[src/rtl/fighter_ctrl.sv]
// rtl/fighter_ctrl.sv - fighter sprite controller: movement, animation, HP and sprite fetch
module fighter_ctrl #(
  parameter int          SCALE_SHIFT     = 1,
  parameter int          HP_MAX          = 20,
  parameter int          X_START         = 520,
  parameter int          Y_POS           = 300,
  parameter int          X_MIN           = 10,
  parameter int          X_MAX           = 560,
  parameter int          STEP            = 3,
  parameter int          KNOCK           = 3,
  parameter int          LUNGE           = 4,
  parameter bit          FACE_LEFT       = 1'b1,
  parameter int          SEP             = 50,
  parameter int          TICKS_PER_FRAME = 4,
  // per-state tables, state 0 in the least significant slot
  parameter logic [55:0]  NFRAMES = {8'd3, 8'd2, 8'd1, 8'd4, 8'd6, 8'd6, 8'd4},
  parameter logic [69:0]  RW      = {7{10'd40}},
  parameter logic [69:0]  RH      = {7{10'd50}},
  parameter logic [132:0] BASE    = {19'd46000, 19'd42000, 19'd40000, 19'd32000,
                                     19'd20000, 19'd8000, 19'd0},
  parameter logic [7:0]   TRANSP  = 8'h00
) (
  input  logic        Clk,
  input  logic        Reset,
  input  logic        frame_clk,
  input  logic        start,
  input  logic        enable,
  input  logic        move_l,
  input  logic        move_r,
  input  logic        attack_req,
  input  logic        defend,
  input  logic        hit,
  input  logic [18:0] opp_x,
  input  logic        opp_block,
  input  logic [9:0]  DrawX,
  input  logic [9:0]  DrawY,
  input  logic [7:0]  rom_data,
  output logic [18:0] rom_addr,
  output logic        pix_valid,
  output logic [7:0]  pix_data,
  output logic [18:0] pos_x,
  output logic [18:0] hp,
  output logic [2:0]  state,
  output logic [7:0]  anim_frame,
  output logic        dead,
  output logic        strike
);

  typedef enum logic [2:0] {
    ST_STAND  = 3'd0,
    ST_WALK_L = 3'd1,
    ST_WALK_R = 3'd2,
    ST_ATTACK = 3'd3,
    ST_DEFEND = 3'd4,
    ST_HURT   = 3'd5,
    ST_DIE    = 3'd6
  } state_t;

  // signed per-tick displacements; "toward" means toward the facing direction
  localparam logic signed [20:0] STEP_D  = 21'(STEP);
  localparam logic signed [20:0] KNOCK_D = FACE_LEFT ? 21'(KNOCK) : -21'(KNOCK);
  localparam logic signed [20:0] LUNGE_D = FACE_LEFT ? -21'(LUNGE) : 21'(LUNGE);
  localparam logic signed [20:0] DIE_D   = FACE_LEFT ? 21'sd4 : -21'sd4;
  localparam logic signed [20:0] XMIN_S  = 21'(X_MIN);
  localparam logic signed [20:0] XMAX_S  = 21'(X_MAX);
  localparam logic signed [20:0] SEP_S   = 21'(SEP);
  localparam logic [7:0]         DIV_TOP = 8'(TICKS_PER_FRAME - 1);
  localparam logic [7:0]         NF_ATK  = NFRAMES[31:24];

  state_t      state_q, state_d;
  logic [7:0]  frame_d;
  logic [7:0]  div_q, div_d;
  logic [18:0] x_d, hp_d;
  logic [9:0]  y_q, y_d;
  logic        pend_q, pend_d;

  logic        fc_s1, fc_s2, fc_s3;
  logic        start_d, hit_d;
  logic        tick, start_rise, hit_rise;

  logic [7:0]  nf_cur;
  logic [9:0]  rw_cur, rh_cur;
  logic [18:0] base_cur;

  logic              frame_wrap, last_frame;
  logic signed [20:0] dx, nx, opp_s;
  logic [9:0]        dy;

  logic [18:0] px_off, py_off, box_w, box_h;
  logic        in_box, in_box_d1, en_d1;

  assign tick       = fc_s2 & ~fc_s3;
  assign start_rise = start & ~start_d;
  assign hit_rise   = hit & ~hit_d;

  // synchronise frame_clk and keep previous levels for edge detection
  always_ff @(posedge Clk) begin
    if (Reset) begin
      fc_s1   <= 1'b0;
      fc_s2   <= 1'b0;
      fc_s3   <= 1'b0;
      start_d <= 1'b0;
      hit_d   <= 1'b0;
    end else begin
      fc_s1   <= frame_clk;
      fc_s2   <= fc_s1;
      fc_s3   <= fc_s2;
      start_d <= start;
      hit_d   <= hit;
    end
  end

  // per-state table lookups for the current state
  always_comb begin
    nf_cur   = NFRAMES[8*state_q +: 8];
    rw_cur   = RW[10*state_q +: 10];
    rh_cur   = RH[10*state_q +: 10];
    base_cur = BASE[19*state_q +: 19];
  end

  // next-state, animation, HP and movement; everything but pending waits for a tick
  always_comb begin
    state_d    = state_q;
    frame_d    = anim_frame;
    div_d      = div_q;
    x_d        = pos_x;
    y_d        = y_q;
    hp_d       = hp;
    pend_d     = pend_q;
    dx         = '0;
    dy         = '0;
    nx         = '0;
    opp_s      = $signed({2'b00, opp_x});
    frame_wrap = (div_q == DIV_TOP);
    last_frame = (anim_frame == 8'(nf_cur - 8'd1));

    if (!enable) begin
      state_d = ST_STAND;
      frame_d = '0;
      div_d   = '0;
      pend_d  = 1'b0;
    end else begin
      // a hit edge on the tick cycle itself is kept for the following tick
      pend_d = tick ? hit_rise : (pend_q | hit_rise);

      if (tick) begin
        if (pend_q && state_q != ST_DEFEND && hp != '0)
          hp_d = hp - 19'd1;

        if (hp == '0)
          state_d = ST_DIE;
        else if (state_q == ST_ATTACK || state_q == ST_HURT)
          state_d = (frame_wrap && last_frame) ? ST_STAND : state_q;
        else if (pend_q && state_q != ST_DEFEND)
          state_d = ST_HURT;
        else if (attack_req && (state_q == ST_STAND || state_q == ST_WALK_L ||
                                state_q == ST_WALK_R))
          state_d = ST_ATTACK;
        else if (defend)
          state_d = ST_DEFEND;
        else if (move_l ^ move_r)
          state_d = move_l ? ST_WALK_L : ST_WALK_R;
        else
          state_d = ST_STAND;

        if (state_d != state_q) begin
          frame_d = '0;
          div_d   = '0;
        end else if (frame_wrap) begin
          div_d = '0;
          if (!last_frame)
            frame_d = anim_frame + 8'd1;
          else if (state_q != ST_DIE)
            frame_d = '0;
        end else begin
          div_d = div_q + 8'd1;
        end

        // movement follows the state being entered on this tick
        case (state_d)
          ST_WALK_L: dx = -STEP_D;
          ST_WALK_R: dx = STEP_D;
          ST_HURT:   dx = KNOCK_D;
          ST_ATTACK: if (frame_d == '0) dx = LUNGE_D;
          ST_DIE:    if (frame_d == '0) begin dx = DIE_D; dy = 10'd4; end
          default:   dx = '0;
        endcase

        nx = $signed({2'b00, pos_x}) + dx;
        // stay on our own side of a solid opponent
        if (opp_block) begin
          if (pos_x >= opp_x) begin
            if (nx < opp_s + SEP_S) nx = opp_s + SEP_S;
          end else begin
            if (nx > opp_s - SEP_S) nx = opp_s - SEP_S;
          end
        end
        if (nx < XMIN_S) nx = XMIN_S;
        if (nx > XMAX_S) nx = XMAX_S;
        x_d = 19'(nx);
        y_d = (y_q >= dy) ? (y_q - dy) : '0;
      end
    end
  end

  // state and fighter registers; start edge respawns exactly like Reset
  always_ff @(posedge Clk) begin
    if (Reset || start_rise) begin
      state_q    <= ST_STAND;
      anim_frame <= '0;
      div_q      <= '0;
      pos_x      <= 19'(X_START);
      y_q        <= 10'(Y_POS);
      hp         <= 19'(HP_MAX);
      pend_q     <= 1'b0;
      in_box_d1  <= 1'b0;
      en_d1      <= 1'b0;
    end else begin
      state_q    <= state_d;
      anim_frame <= frame_d;
      div_q      <= div_d;
      pos_x      <= x_d;
      y_q        <= y_d;
      hp         <= hp_d;
      pend_q     <= pend_d;
      in_box_d1  <= in_box;
      en_d1      <= enable;
    end
  end

  // sprite box test and ROM address for the current pixel
  always_comb begin
    box_w    = 19'(rw_cur) << SCALE_SHIFT;
    box_h    = 19'(rh_cur) << SCALE_SHIFT;
    px_off   = 19'(DrawX) - pos_x;
    py_off   = 19'(DrawY) - 19'(y_q);
    in_box   = (19'(DrawX) >= pos_x) && (px_off < box_w) &&
               (DrawY >= y_q) && (py_off < box_h);
    rom_addr = base_cur
             + 19'(anim_frame) * 19'(rw_cur) * 19'(rh_cur)
             + (py_off >> SCALE_SHIFT) * 19'(rw_cur)
             + (px_off >> SCALE_SHIFT);
  end

  assign pix_valid = in_box_d1 && en_d1 && (rom_data != TRANSP);
  assign pix_data  = rom_data;
  assign state     = state_q;
  assign dead      = (hp == '0);
  assign strike    = (state_q == ST_ATTACK) && (anim_frame == (NF_ATK >> 1));

endmodule

[config.mk]
export PLATFORM = sky130hd
export DESIGN_NAME = fighter_ctrl
export DESIGN_NICKNAME = d
export VERILOG_FILES = /design/src/rtl/fighter_ctrl.sv
export SDC_FILE = /design/constraint.sdc
export NUM_CORES = 1
export LEC_CHECK = 0
export CORE_ASPECT_RATIO = 2
export CORE_UTILIZATION = 50
export CTS_CLUSTER_DIAMETER = 40
export DETAILED_ROUTE_END_ITERATION = 8
export GPL_TIMING_DRIVEN = 0
export PLACE_DENSITY = 0.75
export SLEW_MARGIN = 15
export SYNTH_ARGS = -nofsm -noshare
export SYNTH_HDL_FRONTEND = slang
export SYNTH_SLANG_ARGS = --single-unit
[constraint.sdc]
create_clock -name Clk -period 10.09 [get_ports Clk]
set_input_delay 1.5135 -clock Clk [delete_from_list [all_inputs] [get_ports Clk]]
set_output_delay 1.5135 -clock Clk [all_outputs]
set_load 0.03 [all_outputs]
==> results.json <==
{
  "outcome": "complete, but fails checks",
  "violations": "DRC, setup timing",
  "cts_htree_levels": 3,
  "die_h_um": 221,
  "viasPerCell": 6.06,
  "yosysTopAreaCell": "ha_1",
  "clock-root-buffer": "clkbuf_16",
  "finalNetCount": 2065,
  "synthDistinctLibCells": 83,
  "portBuffers": 129,
  "rsz0062_at_grt": "true",
  "cts_tree": "done",
  "drc_errors": 18,
  "crit_path_frequent_cell": "ha_4",
  "synth-edff-count": 0,
  "peakVddDrop_uv": 145,
  "yosys.area.top_type_share_pct": 24.0,
  "synthTopCellsByArea": "ha_1 (24%), dfxtp_1 (12%), fa_1 (9.6%), xnor2_1 (6.1%), inv_1 (5.6%)",
  "critPathArrivalTime_ns": 10.68,
  "firstDrtPassIters": 7,
  "place_ws_ns": -3.00,
  "cp_slowest_cell": "or4_4",
  "crit_required_ns": 10.38,
  "wl_met2_mm": 22.7,
  "cts.clk_slew.worst_paths_ns": 0.06,
  "critPathLaunchType": "register",
  "fin_area_um2": 15700,
  "powerDensity_nw_per_um2": 134,
  "route.met3.wl_mm": 1.69,
  "antenna_found_initial": 2,
  "dp_hpwl_mm": 32.6,
  "ant_nets": 0,
  "finalCritPeriodShare_pct": 103,
  "max_freq_ghz": 0.0962,
  "synthesis.area_um2": 11900,
  "die_area_um2": 24500,
  "cp_slowest_stage_delay_ns": 0.51,
  "clockBufferDepth": 2,
  "synth_warnings": 0,
  "clock_sinks": 73,
  "dieWidth_um": 111,
  "grt_use_total_pct": 33.5,
  "initial_core_util_pct": 51.2,
  "worstMarginPinSlew_ns": 0.954,
  "slew_viol_final": 0,
  "place_congestion": 1.03,
  "synthArstFlopShare_pct": 0,
  "skew_ns": 0.00978,
  "setup_ws_ns": -0.306,
  "routed-via-count": 12200,
  "fp.coreArea_um2": 23300,
  "areaGrowthSynthToFinish_pct": 31.2,
  "ys_seq_elements": 73,
  "hold_buffers": 0,
  "synth.avg_cell_area_um2": 7.98,
  "yosysMostFrequentCell": "ha_1",
  "synth_common_cells": "ha_1 (229), inv_1 (177), nor2_1 (129)",
  "grt_pass1_wl_mm": 63.0,
  "drt_iter0_drc": 631,
  "critPathMaxFanout": 5,
  "routed.top_layer": "met4",
  "synth_cells": 1497,
  "dpl.cell_count": 1909,
  "placed_cell_area_um2": 13600,
  "num_rows": 79,
  "relSlewSlack_pct": 36.1,
  "wl_met1_mm": 13.1,
  "hold_viol": 0,
  "syn-num-nets": 1841,
  "clk_latency_ns": 0.36,
  "cap_violations": 0,
  "fin_crit_ns": 10.40,
  "synthFlopType": "dfxtp_1",
  "grt_pass1_vias": 12300,
  "power.leakage_nw": 7.08,
  "cts_buffers": 9,
  "drive_gt1_share_pct": 16.2,
  "setup_tns_ns": -2.76,
  "crit_type": "reg2reg",
  "grt_max_degree": 15,
  "ios": 137,
  "wl_per_cell_um": 20.6,
  "hold_path.class": "reg2reg",
  "instances_no_fill": 2011,
  "grt.overflow.total": 0,
  "cp-end-kind": "register",
  "ys_seq_area_share_pct": 12.2,
  "finalSetupViolCount": 10,
  "wirelength_mm": 41.4,
  "n_fill_cell": 1911
}
report_power, final:
part           internal, mW  switching (mW)  total (mW)  leakage (nW)
registers             0.290         0.00190       0.292         0.592
clock network         0.210           0.142       0.351         0.160
logic                 0.654           0.804        1.46          6.33
layout make-up:
type / instances / area (um^2) / area share, %
Multi-Input combinational cell: 1204 / 10700 / 68.0
Timing Repair Buffer: 214 / 1940 / 12.4
Sequential cell: 73 / 1470 / 9.38
Inverter: 178 / 687 / 4.38
Tap cell: 283 / 354 / 2.26
Clock buffer: 10 / 250 / 1.60
Buffer: 41 / 230 / 1.47
Clock inverter: 6 / 72.6 / 0.463
Antenna cell: 2 / 5.00 / 0.0319
sequential cells by signal, indices dropped and copies added (netlist names):
register    cells
fc_s2           1
div_q           8
state           3
pos_x          19
hit_d           1
start_d         1
y_q             8
fc_s1           1
in_box_d1       1
en_d1           1
pend_q          1
fc_s3           1
hp             19
anim_frame      8
critical path: cells and delay by family (launching register included):
| kind | cells | cell delay [ns] |
|---|---|---|
| flip-flops | 1 | 0.37 |
| adder cells (fa/ha/maj) | 7 | 1.67 |
| XOR/XNOR | 1 | 0.24 |
| buffers and inverters | 6 | 0.78 |
| AO/OA/AOI/OAI | 17 | 3.94 |
| AND/OR/NAND/NOR | 13 | 3.31 |
cells in the final DEF (no fill, tap or decap), drive strengths merged, types with 21 or more instances in the layout:
cell and n:
nor2 130, ha 229, xor2 21, inv 177, a21oi 86, dfxtp 73
nor3 37, xnor2 84, a21o 23, clkdlybuf4s50 123, nand2 91, nor2b 28
nand3 48, o21ai 69, fa 57, clkbuf 37, buf 100
stage by stage:
step	power [mW]	hold slack, ns	util (%)
final	2.10	0.440	67.2
after global routing	2.24	0.472	67.2
after CTS	2.03	0.445	64.9
after detailed placement	1.54	0.428	58.4
after global placement	1.51	0.421	58.4
after floorplan	1.15	0.414	-
what timing repair did:
item                                    CTS  global route
pin swaps                                87            48
endpoints found under the setup margin   28            26
resized for setup                       162            76
buffers inserted                         62            22
gates cloned                              2             0
cell families after synthesis:
kind of cell,count (synthesis),share of synthesized area (%)
AO/OA/AOI/OAI,344,19.2
adder cells (fa/ha/maj),286,33.6
AND/OR/NAND/NOR,461,19.3
buffers and inverters,221,7.27
multiplexers,5,0.430
XOR/XNOR,106,7.95
flip-flops,73,12.2
other,1,0.0314
routing by layer:
layer	global-route usage (%)	vias up
li1	-	5763
met4	30.1	0
met5	0	-
met1	29.0	5772
met3	3.81	209
met2	66.6	445
worst paths after layout:
kind	startpoint	endpoint	slack [ns]	cells past startpoint
worst min-delay path	fc_s1	fc_s2	0.44	1
worst max-delay path	state[1]	pos_x[7]	-0.31	44
worst max register to register	state[1]	pos_x[7]	-0.31	44
worst min register to register	fc_s1	fc_s2	0.44	1
(Power assumes the default switching activity.)
